**src/rtl/dsp_frame_sequencer.sv**
```systemverilog
// dsp_frame_sequencer: instruction-memory PC generator for the DSP core.
// Each program pass is aligned to an external sample tick. Overrun (tick
// before the program finished) and loss of sample lock are detected, and
// parameter-bank swaps are applied only on frame boundaries.
// Interface semantics: sample_tick, swap_req and overrun_clr are single-cycle
// pulses sampled on the rising clock edge; run_en is a level. All outputs are
// registered. frame_start and swap_ack are one-cycle pulses.
module dsp_frame_sequencer #(
  parameter int CYCLES_PER_SAMPLE = 2048,
  parameter int PROGRAM_LEN       = 2048,
  parameter int PC_WIDTH          = (PROGRAM_LEN > 1) ? $clog2(PROGRAM_LEN) : 1,
  parameter int SLACK             = 16,
  parameter int BANK_BITS         = 1,
  parameter int FRAME_CNT_WIDTH   = 16
) (
  input  logic                       clk,
  input  logic                       reset,
  input  logic                       sample_tick,
  input  logic                       run_en,
  input  logic                       swap_req,
  input  logic                       overrun_clr,
  output logic [PC_WIDTH-1:0]        pc,
  output logic                       exec_en,
  output logic                       frame_start,
  output logic [FRAME_CNT_WIDTH-1:0] frame_count,
  output logic [BANK_BITS-1:0]       param_bank,
  output logic                       swap_ack,
  output logic                       locked,
  output logic                       overrun,
  // debug view of the sequencer state: 0 IDLE, 1 WAIT_SYNC, 2 RUN, 3 HOLD
  output logic [1:0]                 dbg_state
);

  // The watchdog must be able to hold the full window value.
  localparam int WD_LIMIT = CYCLES_PER_SAMPLE + SLACK;
  localparam int WD_WIDTH = $clog2(WD_LIMIT + 1);

  localparam logic [PC_WIDTH-1:0] PC_LAST = PC_WIDTH'(PROGRAM_LEN - 1);
  localparam logic [WD_WIDTH-1:0] WD_LAST = WD_WIDTH'(WD_LIMIT - 1);

  typedef enum logic [1:0] {
    IDLE      = 2'd0,
    WAIT_SYNC = 2'd1,
    RUN       = 2'd2,
    HOLD      = 2'd3
  } state_t;

  state_t              state_q;
  logic [WD_WIDTH-1:0] watchdog;
  logic                swap_pending;

  logic pc_last;
  logic wd_expired;
  logic accept_tick;
  logic overrun_hit;

  assign dbg_state = state_q;

  // Decode whether this cycle's tick starts a frame and whether it is an overrun.
  // In RUN a tick is accepted unless the frame is stopping on its last
  // instruction (run_en low), where leaving to IDLE takes priority.
  always_comb begin
    pc_last     = (pc == PC_LAST);
    wd_expired  = (watchdog == WD_LAST);
    accept_tick = 1'b0;
    case (state_q)
      WAIT_SYNC: accept_tick = run_en && sample_tick;
      RUN:       accept_tick = sample_tick && (run_en || !pc_last);
      HOLD:      accept_tick = run_en && sample_tick;
      default:   accept_tick = 1'b0;
    endcase
    overrun_hit = accept_tick && (state_q == RUN) && !pc_last;
  end

  // Sequencer FSM with all outputs registered.
  always_ff @(posedge clk) begin
    if (reset) begin
      state_q      <= IDLE;
      pc           <= '0;
      exec_en      <= 1'b0;
      frame_start  <= 1'b0;
      frame_count  <= '0;
      param_bank   <= '0;
      swap_ack     <= 1'b0;
      locked       <= 1'b0;
      overrun      <= 1'b0;
      swap_pending <= 1'b0;
      watchdog     <= '0;
    end else begin
      frame_start <= 1'b0;
      swap_ack    <= 1'b0;

      // Clear first so a coincident overrun event wins.
      if (overrun_clr) overrun <= 1'b0;
      if (overrun_hit) overrun <= 1'b1;

      if (accept_tick) begin
        // Frame start: pc=0 of a new pass, swap applied on this same edge.
        state_q     <= RUN;
        pc          <= '0;
        exec_en     <= 1'b1;
        frame_start <= 1'b1;
        frame_count <= frame_count + FRAME_CNT_WIDTH'(1);
        watchdog    <= '0;
        locked      <= 1'b1;
        if (swap_pending || swap_req) begin
          param_bank <= param_bank + BANK_BITS'(1);
          swap_ack   <= 1'b1;
        end
        swap_pending <= 1'b0;
      end else begin
        if (swap_req) swap_pending <= 1'b1;
        case (state_q)
          IDLE: begin
            pc      <= '0;
            exec_en <= 1'b0;
            if (run_en) state_q <= WAIT_SYNC;
          end
          WAIT_SYNC: begin
            pc      <= '0;
            exec_en <= 1'b0;
            if (!run_en) begin
              state_q <= IDLE;
              locked  <= 1'b0;
            end
          end
          RUN: begin
            watchdog <= watchdog + WD_WIDTH'(1);
            if (pc_last) begin
              pc      <= '0;
              exec_en <= 1'b0;
              if (run_en) begin
                state_q <= HOLD;
              end else begin
                state_q <= IDLE;
                locked  <= 1'b0;
              end
            end else if (wd_expired) begin
              state_q <= WAIT_SYNC;
              locked  <= 1'b0;
              pc      <= '0;
              exec_en <= 1'b0;
            end else begin
              pc <= pc + PC_WIDTH'(1);
            end
          end
          HOLD: begin
            watchdog <= watchdog + WD_WIDTH'(1);
            pc       <= '0;
            exec_en  <= 1'b0;
            if (!run_en) begin
              state_q <= IDLE;
              locked  <= 1'b0;
            end else if (wd_expired) begin
              state_q <= WAIT_SYNC;
              locked  <= 1'b0;
            end
          end
          default: state_q <= IDLE;
        endcase
      end
    end
  end

endmodule

```
**config.mk**
```make
export PLATFORM = sky130hd
export DESIGN_NAME = dsp_frame_sequencer
export DESIGN_NICKNAME = d
export VERILOG_FILES = /design/src/rtl/dsp_frame_sequencer.sv
export SDC_FILE = /design/constraint.sdc
export NUM_CORES = 1
export LEC_CHECK = 0
export ABC_AREA = 1
export BUFFER_PORTS_ARGS = -buffer_cell sky130_fd_sc_hd__buf_4
export CORE_ASPECT_RATIO = 2
export CORE_MARGIN = 3
export CORE_UTILIZATION = 45
export CTS_CLUSTER_SIZE = 8
export DETAILED_ROUTE_END_ITERATION = 6
export PLACE_DENSITY = 0.71
export SYNTH_ARGS = -nofsm -noshare
export SYNTH_HDL_FRONTEND = slang
export SYNTH_SLANG_ARGS = --single-unit
```
**constraint.sdc**
```tcl
create_clock -name clk -period 1.5 [get_ports clk]
set_clock_uncertainty 0.1 [all_clocks]
set_input_delay 0.45 -clock clk [delete_from_list [all_inputs] [get_ports clk]]
set_output_delay 0.45 -clock clk [all_outputs]
set_load 0.02 [all_outputs]
```
==> flow_summary_export.csv, run 1 <==
group,metric,value,unit
floorplanning,placementRows,36,
route,wl_per_cell,12.0,um
final_layout,finish.utilization,66.4,%
grt,global_route_total_usage_across_every_layer,19.1,%
final_layout,num-nets-final,423,
place,placed_cells_incl_taps,462,
sta,timing.final.max_slew_violations,0,
status,run_status,"finished with violations",
status,violations,"negative setup slack",
worst_setup_path,r2r_cells,10,
place,placedInstanceArea,3040,um^2
route,drc,0,
power,power_density,724,nW/um^2
final_layout,filler_cell_count,441,
grt,globalRoute.totalOverflow,0,
floorplanning,fp.dieH,107,um
sta,finalSetupTns,-33.9,ps
grt,pin_count_of_the_biggest_net_entering_global_routing,16,
floorplanning,die_area,6040,um^2
worst_setup_path,timing.setup.critical_path_class,"reg2reg",
power,fin_total_pwr,2.36,mW
route,antenna_violating_nets_post_route,0,
final_layout,multi_input_comb_area,1270,um^2
power,leak,1.40,nW
worst_hold_path,min_path_type,"in2reg",
yosys,synth_largest_area_cell,"sky130_fd_sc_hd__dfxtp_1",
clock_tree,clock_latency,290,ps
worst_hold_path,hold_path_depth,2,
yosys,synthTopCellsByCount,"87 x sky130_fd_sc_hd__nand2_1, 60 x sky130_fd_sc_hd__nor2_1, 48 x sky130_fd_sc_hd__dfxtp_1",
yosys,postSynthNetCount,334,
final_layout,register_area,1000,um^2
yosys,synth_ff_type,"sky130_fd_sc_hd__dfxtp_1",
worst_setup_path,arrival,1670,ps
sta,hold_slack,255,ps
grt,grt_pass1_wl,9310,um
yosys,synth.cell_area,2290,um^2
final_layout,fin_cells,471,
worst_setup_path,crit_path_end_kind,"flop",
final_layout,antenna_cells_inserted,0,
clock_tree,path_clk_slew,80,ps
place,port_buffers,40,
yosys,post-synth-top-count-cell,"sky130_fd_sc_hd__nand2_1",
clock_tree,cts.sinks,48,
sta,grt_setup_unrepaired,"true",
place,dp_slack,-80.2,ps
yosys,postSynthAreaPerCell,7.06,um^2
route,detail_route.iter0.violations,79,
route,detailroute.via_count,2327,
place,place.gp.congestion,0.885,
final_layout,final_layout_size_suffix_gt1_share,34.8,%
yosys,synth_cell_types,28,
sta,min_period_over_period,102,%
floorplanning,ioPinCount,41,
worst_setup_path,worstPathRequired,1640,ps
floorplanning,dieWidth,56.5,um
route,dr.pass1.iters,5,
floorplanning,initial_utilization,46.7,%
yosys,post-synth-top-area-fraction,41.9,%
clock_tree,cts_made_buffers,5,
power,power.ir.vdd_worst,904,uV
job,drv_cap,0,
worst_setup_path,timing.critical_path.from_type,"flop",
sta,crit_path_time_final,1520,ps
sta,maxSlewHeadroom,80.2,%
clock_tree,clock_path_buffers,2,
yosys,synth-async-reset-ratio,0,%
yosys,synthesis.yosys.warnings,0,
route,detail_route.vias_per_cell,4.94,
sta,finalSetupViolations,3,
sta,tightest_slew,296,ps
sta,fmaxAchievable,0.656,GHz
yosys,yosys-top-cells-area,"sky130_fd_sc_hd__dfxtp_1 42%, sky130_fd_sc_hd__nand2_1 14%, sky130_fd_sc_hd__nor2_1 9.8%, sky130_fd_sc_hd__inv_1 5.2%, sky130_fd_sc_hd__xnor2_1 4.6%",
yosys,proportion_of_synthesized_chip_area_in_sequential_cells,41.9,%
yosys,yosys_register_bits,48,
floorplanning,fp.coreArea,4910,um^2
final_layout,area.growth.synth_to_final,42.0,%
route,finalWirelength,5650,um
clock_tree,cts-hold-fix-buffers,0,
yosys,number_of_synthesized_flops_with_an_enable_pin,0,
yosys,synth_cells,325,
worst_setup_path,crit_path_max_fanout,3,
clock_tree,cts_tree,"built",
clock_tree,h-tree-depth,2,
grt,antenna_found_initial,0,
sta,hold_violations,0,
grt,grt_pass1_vias,2272,
place,detailed_place_hpwl,4280,um
sta,final_critical_path_setup_slack,-23.5,ps
clock_tree,clock_tree.root_cell,"sky130_fd_sc_hd__clkbuf_8",
final_layout,post-route-cell-area,3260,um^2
timing repair:
action                                  CTS  global route
resized for setup                        13            32
endpoints found under the setup margin   32            47
pin swaps                                 3             5
setup buffers                             1             1
final timing paths:
| path | start | to | slack [ps] |
|---|---|---|---|
| setup / recovery | pc[1] | locked | -20 |
| hold / removal | reset | frame_count[4] | 260 |
| setup reg to reg | pc[1] | locked | -20 |
| hold reg to reg | overrun | overrun | 380 |
area by class of cell:
type	instances	share of cell area, %
inverter	34	4.07
clock inverter	1	0.154
timing repair buffer	88	21.6
tap	57	2.19
sequential	48	30.8
clock buffer	6	2.23
multi-input combinational	237	39.0
state kept, by name (all words and copies together) (netlist names):
name	count
dbg_state	2
exec_en	1
frame_count	16
frame_start	1
locked	1
overrun	1
param_bank	1
pc	11
swap_ack	1
swap_pending	1
watchdog	12
per-layer routing:
metal	vias up	GRT usage, %	part of all wire (%)	wire length (um)
met1	1058	17.4	35	2000
li1	1193	-	-	-
met4	0	9.51	3.4	194
met5	-	0	0	0
met3	17	3.49	4.1	233
met2	59	38.2	57	3230
logic make-up after synthesis:
logic type	after synthesis	share of synthesized area, %
AO/OA/AOI/OAI	27	6.49
buffers and inverters	40	6.98
AND/OR/NAND/NOR	184	34.2
XOR/XNOR	23	8.78
flip-flops	48	41.9
adder cells (fa/ha/maj)	3	1.64
critical path, cell delays in order, from the launching register on:
cell                      delay [ps]
sky130_fd_sc_hd__dfxtp_4         360
sky130_fd_sc_hd__ha_4            140
sky130_fd_sc_hd__nand2_4          50
sky130_fd_sc_hd__nor2_4          120
sky130_fd_sc_hd__nand3_1         140
sky130_fd_sc_hd__buf_4           170
sky130_fd_sc_hd__nand3_1          60
sky130_fd_sc_hd__nand3_1         110
sky130_fd_sc_hd__nand3_1         120
sky130_fd_sc_hd__nand2_1          50
sky130_fd_sc_hd__nand2_1          50
cells in the final DEF (no fill, tap or decap), drive strengths merged:
| cell type | n |
|---|---|
| nand2 | 89 |
| buf | 88 |
| nor2 | 63 |
| dfxtp | 48 |
| inv | 34 |
| nand3 | 17 |
| a21oi | 16 |
| xnor2 | 12 |
| xor2 | 11 |
| o21ai | 8 |
| nand4 | 7 |
| clkbuf | 6 |
| nor3 | 3 |
| ha | 3 |
| or2 | 2 |
| and3 | 1 |
| o21bai | 1 |
| a22oi | 1 |
| and2 | 1 |
| nand3b | 1 |
| a31oi | 1 |
| clkinv | 1 |
report_power, final:
group,leakage [nW],switching (mW),internal [mW]
Sequential,0.401,0.0203,1.30
Combinational,0.958,0.181,0.136
Clock,0.0410,0.407,0.318
Power figures use the tool's default switching activity.
==> run 2: changes to the inputs <==
--- a/config.mk
+++ b/config.mk
@@ -8,11 +8,13 @@
 export ABC_AREA = 1
 export BUFFER_PORTS_ARGS = -buffer_cell sky130_fd_sc_hd__buf_4
 export CORE_ASPECT_RATIO = 2
-export CORE_MARGIN = 3
+export CORE_MARGIN = 1.5
 export CORE_UTILIZATION = 45
 export CTS_CLUSTER_SIZE = 8
 export DETAILED_ROUTE_END_ITERATION = 6
 export PLACE_DENSITY = 0.71
+export REMOVE_ABC_BUFFERS = 1
+export SLEW_MARGIN = 20
 export SYNTH_ARGS = -nofsm -noshare
 export SYNTH_HDL_FRONTEND = slang
 export SYNTH_SLANG_ARGS = --single-unit
==> run 2 against run 1 <==
  * Critical path depth is 8 lower
  * Via count decreased by 0.21%
  * Utilization is 0.56 points lower
  * Highest routed layer unchanged
  * Critical endpoint is now dbg_state[1]
  * Wire length increased by 2.5%
  * Flip-flop and latch count stayed put
  * Fmax is 3.3% higher
  * Global-route usage grew 2.4 points
  * The run now ends clean
  * First-iteration DRC count shrank 3.8%
==> flow_summary_export.csv, run 2 (synthesized netlist as in run 1, its figures left out) <==
group,metric,value,unit
floorplanning,ioPinCount,41,
worst_setup_path,highest_cell_delay_on_the_worst_timing_path,360,ps
final_layout,post-route-cell-area,3230,um^2
sta,min_period_over_period,98.3,%
route,detail_route.vias_per_cell,4.94,
worst_setup_path,timing.critical_path.from_type,"flop",
sta,hold_violations,0,
clock_tree,cts-hold-fix-buffers,0,
floorplanning,dieWidth,53.5,um
worst_setup_path,timing.setup.critical_path_class,"reg2out",
route,finalWirelength,5790,um
worst_setup_path,arrival,920,ps
floorplanning,placementRows,36,
grt,globalRoute.totalOverflow,0,
power,fin_total_pwr,2.43,mW
floorplanning,initial_utilization,46.7,%
grt,antenna_found_initial,0,
grt,global_route_total_usage_across_every_layer,21.6,%
final_layout,largest_register_ffs,16,
sta,finalSetupViolations,0,
worst_hold_path,min_path_type,"in2reg",
sta,grt_setup_unrepaired,"true",
worst_setup_path,crit_path_end_kind,"output port",
clock_tree,clock_latency,300,ps
route,detailroute.via_count,2322,
sta,timing.final.max_slew_violations,0,
clock_tree,cts_tree,"built",
sta,crit_path_time_final,1470,ps
final_layout,layout.cells.most_common_list,"84 x sky130_fd_sc_hd__nand2_1, 81 x sky130_fd_sc_hd__buf_4, 49 x sky130_fd_sc_hd__nor2_1",
worst_setup_path,critical_path.cell_chain,"buf_6 > buf_4",
final_layout,final_layout_size_suffix_gt1_share,34.4,%
worst_setup_path,worstPathRequired,950,ps
power,power.ir.vdd_worst,716,uV
final_layout,registers.top_by_ff_count,"frame_count",
final_layout,num-nets-final,421,
worst_setup_path,crit_path_max_fanout,4,
sta,tightest_slew,302,ps
worst_setup_path,worst_path_max_delay_cell,"sky130_fd_sc_hd__dfxtp_4",
sta,hold_slack,255,ps
final_layout,layout_commonest_cell,"sky130_fd_sc_hd__nand2_1",
place,detailed_place_hpwl,4190,um
status,run_status,"complete, no violations",
floorplanning,die_area,5560,um^2
place,port_buffers,40,
grt,grt_pass1_wl,9110,um
sta,fmaxAchievable,0.678,GHz
grt,pin_count_of_the_biggest_net_entering_global_routing,16,
route,antenna_violating_nets_post_route,0,
floorplanning,fp.coreArea,4910,um^2
sta,maxSlewHeadroom,79.8,%
clock_tree,clock_path_buffers,2,
place,placedInstanceArea,2930,um^2
clock_tree,h-tree-depth,2,
final_layout,antenna_cells_inserted,0,
power,power_density,752,nW/um^2
route,wl_per_cell,12.3,um
final_layout,largest_registers,"frame_count x16, watchdog x12, pc x11",
job,drv_cap,0,
route,detail_route.iter0.violations,76,
floorplanning,fp.dieH,104,um
clock_tree,clock_tree.root_cell,"sky130_fd_sc_hd__clkbuf_8",
power,leak,1.39,nW
final_layout,area.growth.synth_to_final,40.8,%
worst_setup_path,r2r_setup_slack,30,ps
grt,grt_pass1_vias,2177,
clock_tree,cts.sinks,48,
place,place.gp.congestion,0.870,
clock_tree,cts_made_buffers,5,
route,drc,0,
sta,finalSetupTns,0,ps
route,dr.pass1.iters,4,
clock_tree,path_clk_slew,80,ps
-- run 2: cell types whose count changed in the layout (fill, tap and decap cells not counted), sizes merged --
cell    previous run  this run
buf               88        86
clkinv             1         2
-- run 2: layout make-up --
type	instances	area [um^2]
Tap cell	57	71.3
Multi-Input combinational cell	237	1290
Timing Repair Buffer	86	664
Inverter	34	133
Clock buffer	6	82.6
Fill cell	444	1680
Sequential cell	48	980
Clock inverter	2	10.0
-- run 2: metal layers --
metal,vias to the layer above,wire (um),global-route usage [%]
li1,1187,-,-
met1,1082,2200,22.0
met2,46,3310,40.1
met3,7,174,3.74
met4,0,111,8.42
met5,-,0,0
-- run 2: worst paths after layout --
path                   to  depth (start not counted)    startpoint
max          dbg_state[1]                          2  dbg_state[1]
min          dbg_state[1]                          2         reset
max reg2reg        locked                          9   watchdog[1]
min reg2reg       exec_en                          2       exec_en
-- run 2: per-stage QoR --
| stage | instances | worst slack [ps] | utilization (%) |
|---|---|---|---|
| finish | 470 | 25.6 | 65.8 |
| global route | 470 | -110 | 65.8 |
| CTS | 468 | -7.35 | 63.4 |
| detailed placement | 456 | -81.3 | 59.8 |
| global placement | 456 | -35.4 | 59.8 |
| floorplan | 319 | -306 | - |
-- run 2: timing repair --
item	CTS	global route
pin swaps	1	6
resized for setup	17	36
buffers inserted	4	2
setup endpoints to repair	44	50
-- run 2: critical path: cells and delay by family, from the launching register on --
kind	cells	cell delay, ps
flops	1	360
buf+inv	2	250
-- run 2: where the power goes --
| group | leakage (nW) | internal (mW) | total (mW) | switching, mW |
|---|---|---|---|---|
| Clock | 0.0510 | 0.369 | 0.803 | 0.434 |
| Combinational | 0.940 | 0.125 | 0.305 | 0.179 |
| Sequential | 0.394 | 1.30 | 1.32 | 0.0186 |
| Total | 1.39 | 1.80 | 2.43 | 0.632 |
==> run 3: changes to the inputs <==
--- a/config.mk
+++ b/config.mk
@@ -6,7 +6,7 @@
 export NUM_CORES = 1
 export LEC_CHECK = 0
 export ABC_AREA = 1
-export BUFFER_PORTS_ARGS = -buffer_cell sky130_fd_sc_hd__buf_4
+export BUFFER_PORTS_ARGS = -buffer_cell sky130_fd_sc_hd__buf_2
 export CORE_ASPECT_RATIO = 2
 export CORE_MARGIN = 1.5
 export CORE_UTILIZATION = 45
==> run 3 against run 2 <==
  * The flow now finishes with violations (negative setup slack)
  * Power grew 7.5%
  * Sequential power is essentially flat
  * First-iteration DRC count shrank 16%
  * Combinational power grew 9.5%
  * Count of clock-buffer cells in the layout shrank 1
  * Setup slack lost 50 ps
  * Worst hold slack gained 17 ps
  * Cell area grew 0.27%
  * Non-clock buffer count is the same
  * Global-route usage grew 0.91 points
  * Utilization grew 0.18 points
  * Register-to-register slack lost 50 ps
  * Highest routed layer unchanged
==> flow_summary_export.csv, run 3 (synthesized netlist as in run 1, its figures left out) <==
group,metric,value,unit
status,run_status,"finished with violations",
status,violations,"negative setup slack",
route,detailroute.via_count,2343,
sta,min_period_over_period,102,%
floorplanning,die_area,5560,um^2
final_layout,finish.utilization,66.0,%
sta,grt_setup_unrepaired,"true",
sta,fmaxAchievable,0.656,GHz
final_layout,post-route-cell-area,3240,um^2
final_layout,register_area,986,um^2
place,placedInstanceArea,2840,um^2
power,power.ir.vdd_worst,875,uV
place,port_buffers,40,
final_layout,fin_cells,470,
route,dr.pass1.iters,4,
grt,globalRoute.totalOverflow,0,
floorplanning,fp.coreArea,4910,um^2
sta,finalSetupViolations,10,
route,drc,0,
grt,grtUsageMet1,21.4,%
job,drv_cap,0,
final_layout,largest_registers,"frame_count x16, watchdog x12, pc x11",
grt,grt_pass1_wl,9410,um
final_layout,filler_cell_count,437,
grt,grt.met3_usage,4.31,%
worst_setup_path,critical_path_buf_inv_count,1,
worst_setup_path,timing.critical_path.from_type,"flop",
grt,grt_pass1_vias,2294,
power,power_density,806,nW/um^2
sta,final_critical_path_setup_slack,-24.7,ps
floorplanning,fp.dieH,104,um
worst_hold_path,hold_path_depth,3,
route,detail_route.iter0.violations,64,
worst_setup_path,regToRegEndpoint,"pc[7]",
floorplanning,dieWidth,53.5,um
final_layout,layout_commonest_cell,"sky130_fd_sc_hd__nand2_1",
sta,hold_violations,0,
floorplanning,placementRows,36,
worst_setup_path,r2r_cells,9,
floorplanning,initial_utilization,46.7,%
power,fin_total_pwr,2.61,mW
final_layout,area.growth.synth_to_final,41.2,%
final_layout,num-nets-final,421,
final_layout,largest_register_ffs,16,
grt,groute.layer.met2.usage,42.0,%
sta,hold_slack,272,ps
place,placed_cells_incl_taps,457,
grt,antenna_found_initial,0,
clock_tree,cts.sinks,48,
sta,timing.final.max_slew_violations,0,
worst_setup_path,worstPathRequired,1650,ps
grt,pin_count_of_the_biggest_net_entering_global_routing,16,
place,place.gp.congestion,0.814,
worst_setup_path,r2r_setup_slack,-20,ps
worst_setup_path,crit_path_max_fanout,10,
final_layout,multi_input_comb_area,1320,um^2
floorplanning,ioPinCount,41,
worst_setup_path,highest_cell_delay_on_the_worst_timing_path,360,ps
worst_setup_path,crit_path_end_kind,"flop",
power,leak,1.41,nW
final_layout,registers.top_by_ff_count,"frame_count",
route,antenna_violating_nets_post_route,0,
clock_tree,clock_path_buffers,2,
route,wl_per_cell,12.8,um
worst_setup_path,arrival,1670,ps
final_layout,antenna_cells_inserted,0,
final_layout,final_layout_size_suffix_gt1_share,36.1,%
route,detail_route.vias_per_cell,4.99,
worst_hold_path,min_path_type,"in2reg",
route,finalWirelength,6010,um
place,detailed_place_hpwl,4230,um
final_layout,layout.cells.most_common_list,"82 x sky130_fd_sc_hd__nand2_1, 53 x sky130_fd_sc_hd__nor2_1, 44 x sky130_fd_sc_hd__buf_4",
clock_tree,cts_tree,"built",
clock_tree,clock_latency,310,ps
worst_setup_path,timing.setup.critical_path_class,"reg2reg",
worst_hold_path,timing.hold.worst.start,"swap_req",
worst_setup_path,worst_path_max_delay_cell,"sky130_fd_sc_hd__dfxtp_2",
clock_tree,h-tree-depth,2,
worst_hold_path,timing.hold.worst_endpoint,"swap_pending",
clock_tree,clock_tree.root_cell,"sky130_fd_sc_hd__clkbuf_8",
sta,tightest_slew,348,ps
sta,maxSlewHeadroom,76.7,%
grt,global_route_total_usage_across_every_layer,22.5,%
place,dp_slack,-79.9,ps
worst_setup_path,cp_top_family,"simple AND/OR/NAND/NOR gates",
sta,finalSetupTns,-140,ps
worst_setup_path,rr_startpoint,"pc[0]",
grt,global_route.peak_usage_layer,"met2",
worst_setup_path,critical_path.cell_chain,"ha_4 > nand2_4 > nor2_4 > nand4_4 > nand2_8 > nand2_8 > nor2_4 > inv_4 > nor2_1",
sta,crit_path_time_final,1520,ps
clock_tree,path_clk_slew,90,ps
clock_tree,cts_made_buffers,5,
-- run 3: cell types whose count changed in the layout (fill, tap and decap cells not counted), sizes merged --
| cell | change |
|---|---|
| bufinv | +1 |
| clkbuf | -1 |
| clkinv | -1 |
| clkinvlp | +1 |
-- run 3: timing repair --
action / in CTS / in global routing
resized for setup: 28 / 50
buffers inserted: 3 / 2
pin swaps: 7 / 7
hold buffers: 0 / 0
setup endpoints to repair: 47 / 60
-- run 3: power by group --
group / leakage (nW) / internal (mW) / total [mW] / switching (mW)
registers: 0.398 / 1.30 / 1.32 / 0.0183
clock network: 0.0541 / 0.494 / 0.956 / 0.463
logic: 0.959 / 0.137 / 0.334 / 0.197
-- run 3: worst max-delay path by stage --
stage,start,endpoint,slack (ps),cells after the start
2_1_floorplan,pc[0],pc[5],-310,9
3_5_place_dp,pc[0],param_bank,-80,9
5_1_grt,pc[0],pc[7],-120,9
3_3_place_gp,pc[0],pc[9],-40,8
4_1_cts,pc[0],pc[5],-70,9
6_report,pc[0],pc[7],-20,9
-- run 3: metal layers --
metal  share of wire (%)  up-vias  wire (um)
met1                  37     1093       2210
li1                    -     1187          -
met2                  58       51       3510
met4                 2.1        0        129
met5                   0        -          0
met3                 2.8       12        166
-- run 3: cell type report --
class | instances | share of cell area, %
clock buffer | 5 | 2.12
clock inverter | 3 | 1.31
inverter | 34 | 4.40
multi-input combinational | 237 | 40.7
sequential | 48 | 30.4
tap | 57 | 2.20
timing repair buffer | 86 | 18.8
-- run 3: worst reg2reg max path, stage by stage (launching register included) --
cell and delay (ps):
sky130_fd_sc_hd__dfxtp_2 360, sky130_fd_sc_hd__ha_4 150, sky130_fd_sc_hd__nand2_4 50, sky130_fd_sc_hd__nor2_4 140
sky130_fd_sc_hd__nand4_4 140, sky130_fd_sc_hd__nand2_8 130, sky130_fd_sc_hd__nand2_8 70, sky130_fd_sc_hd__nor2_4 150
sky130_fd_sc_hd__inv_4 80, sky130_fd_sc_hd__nor2_1 100
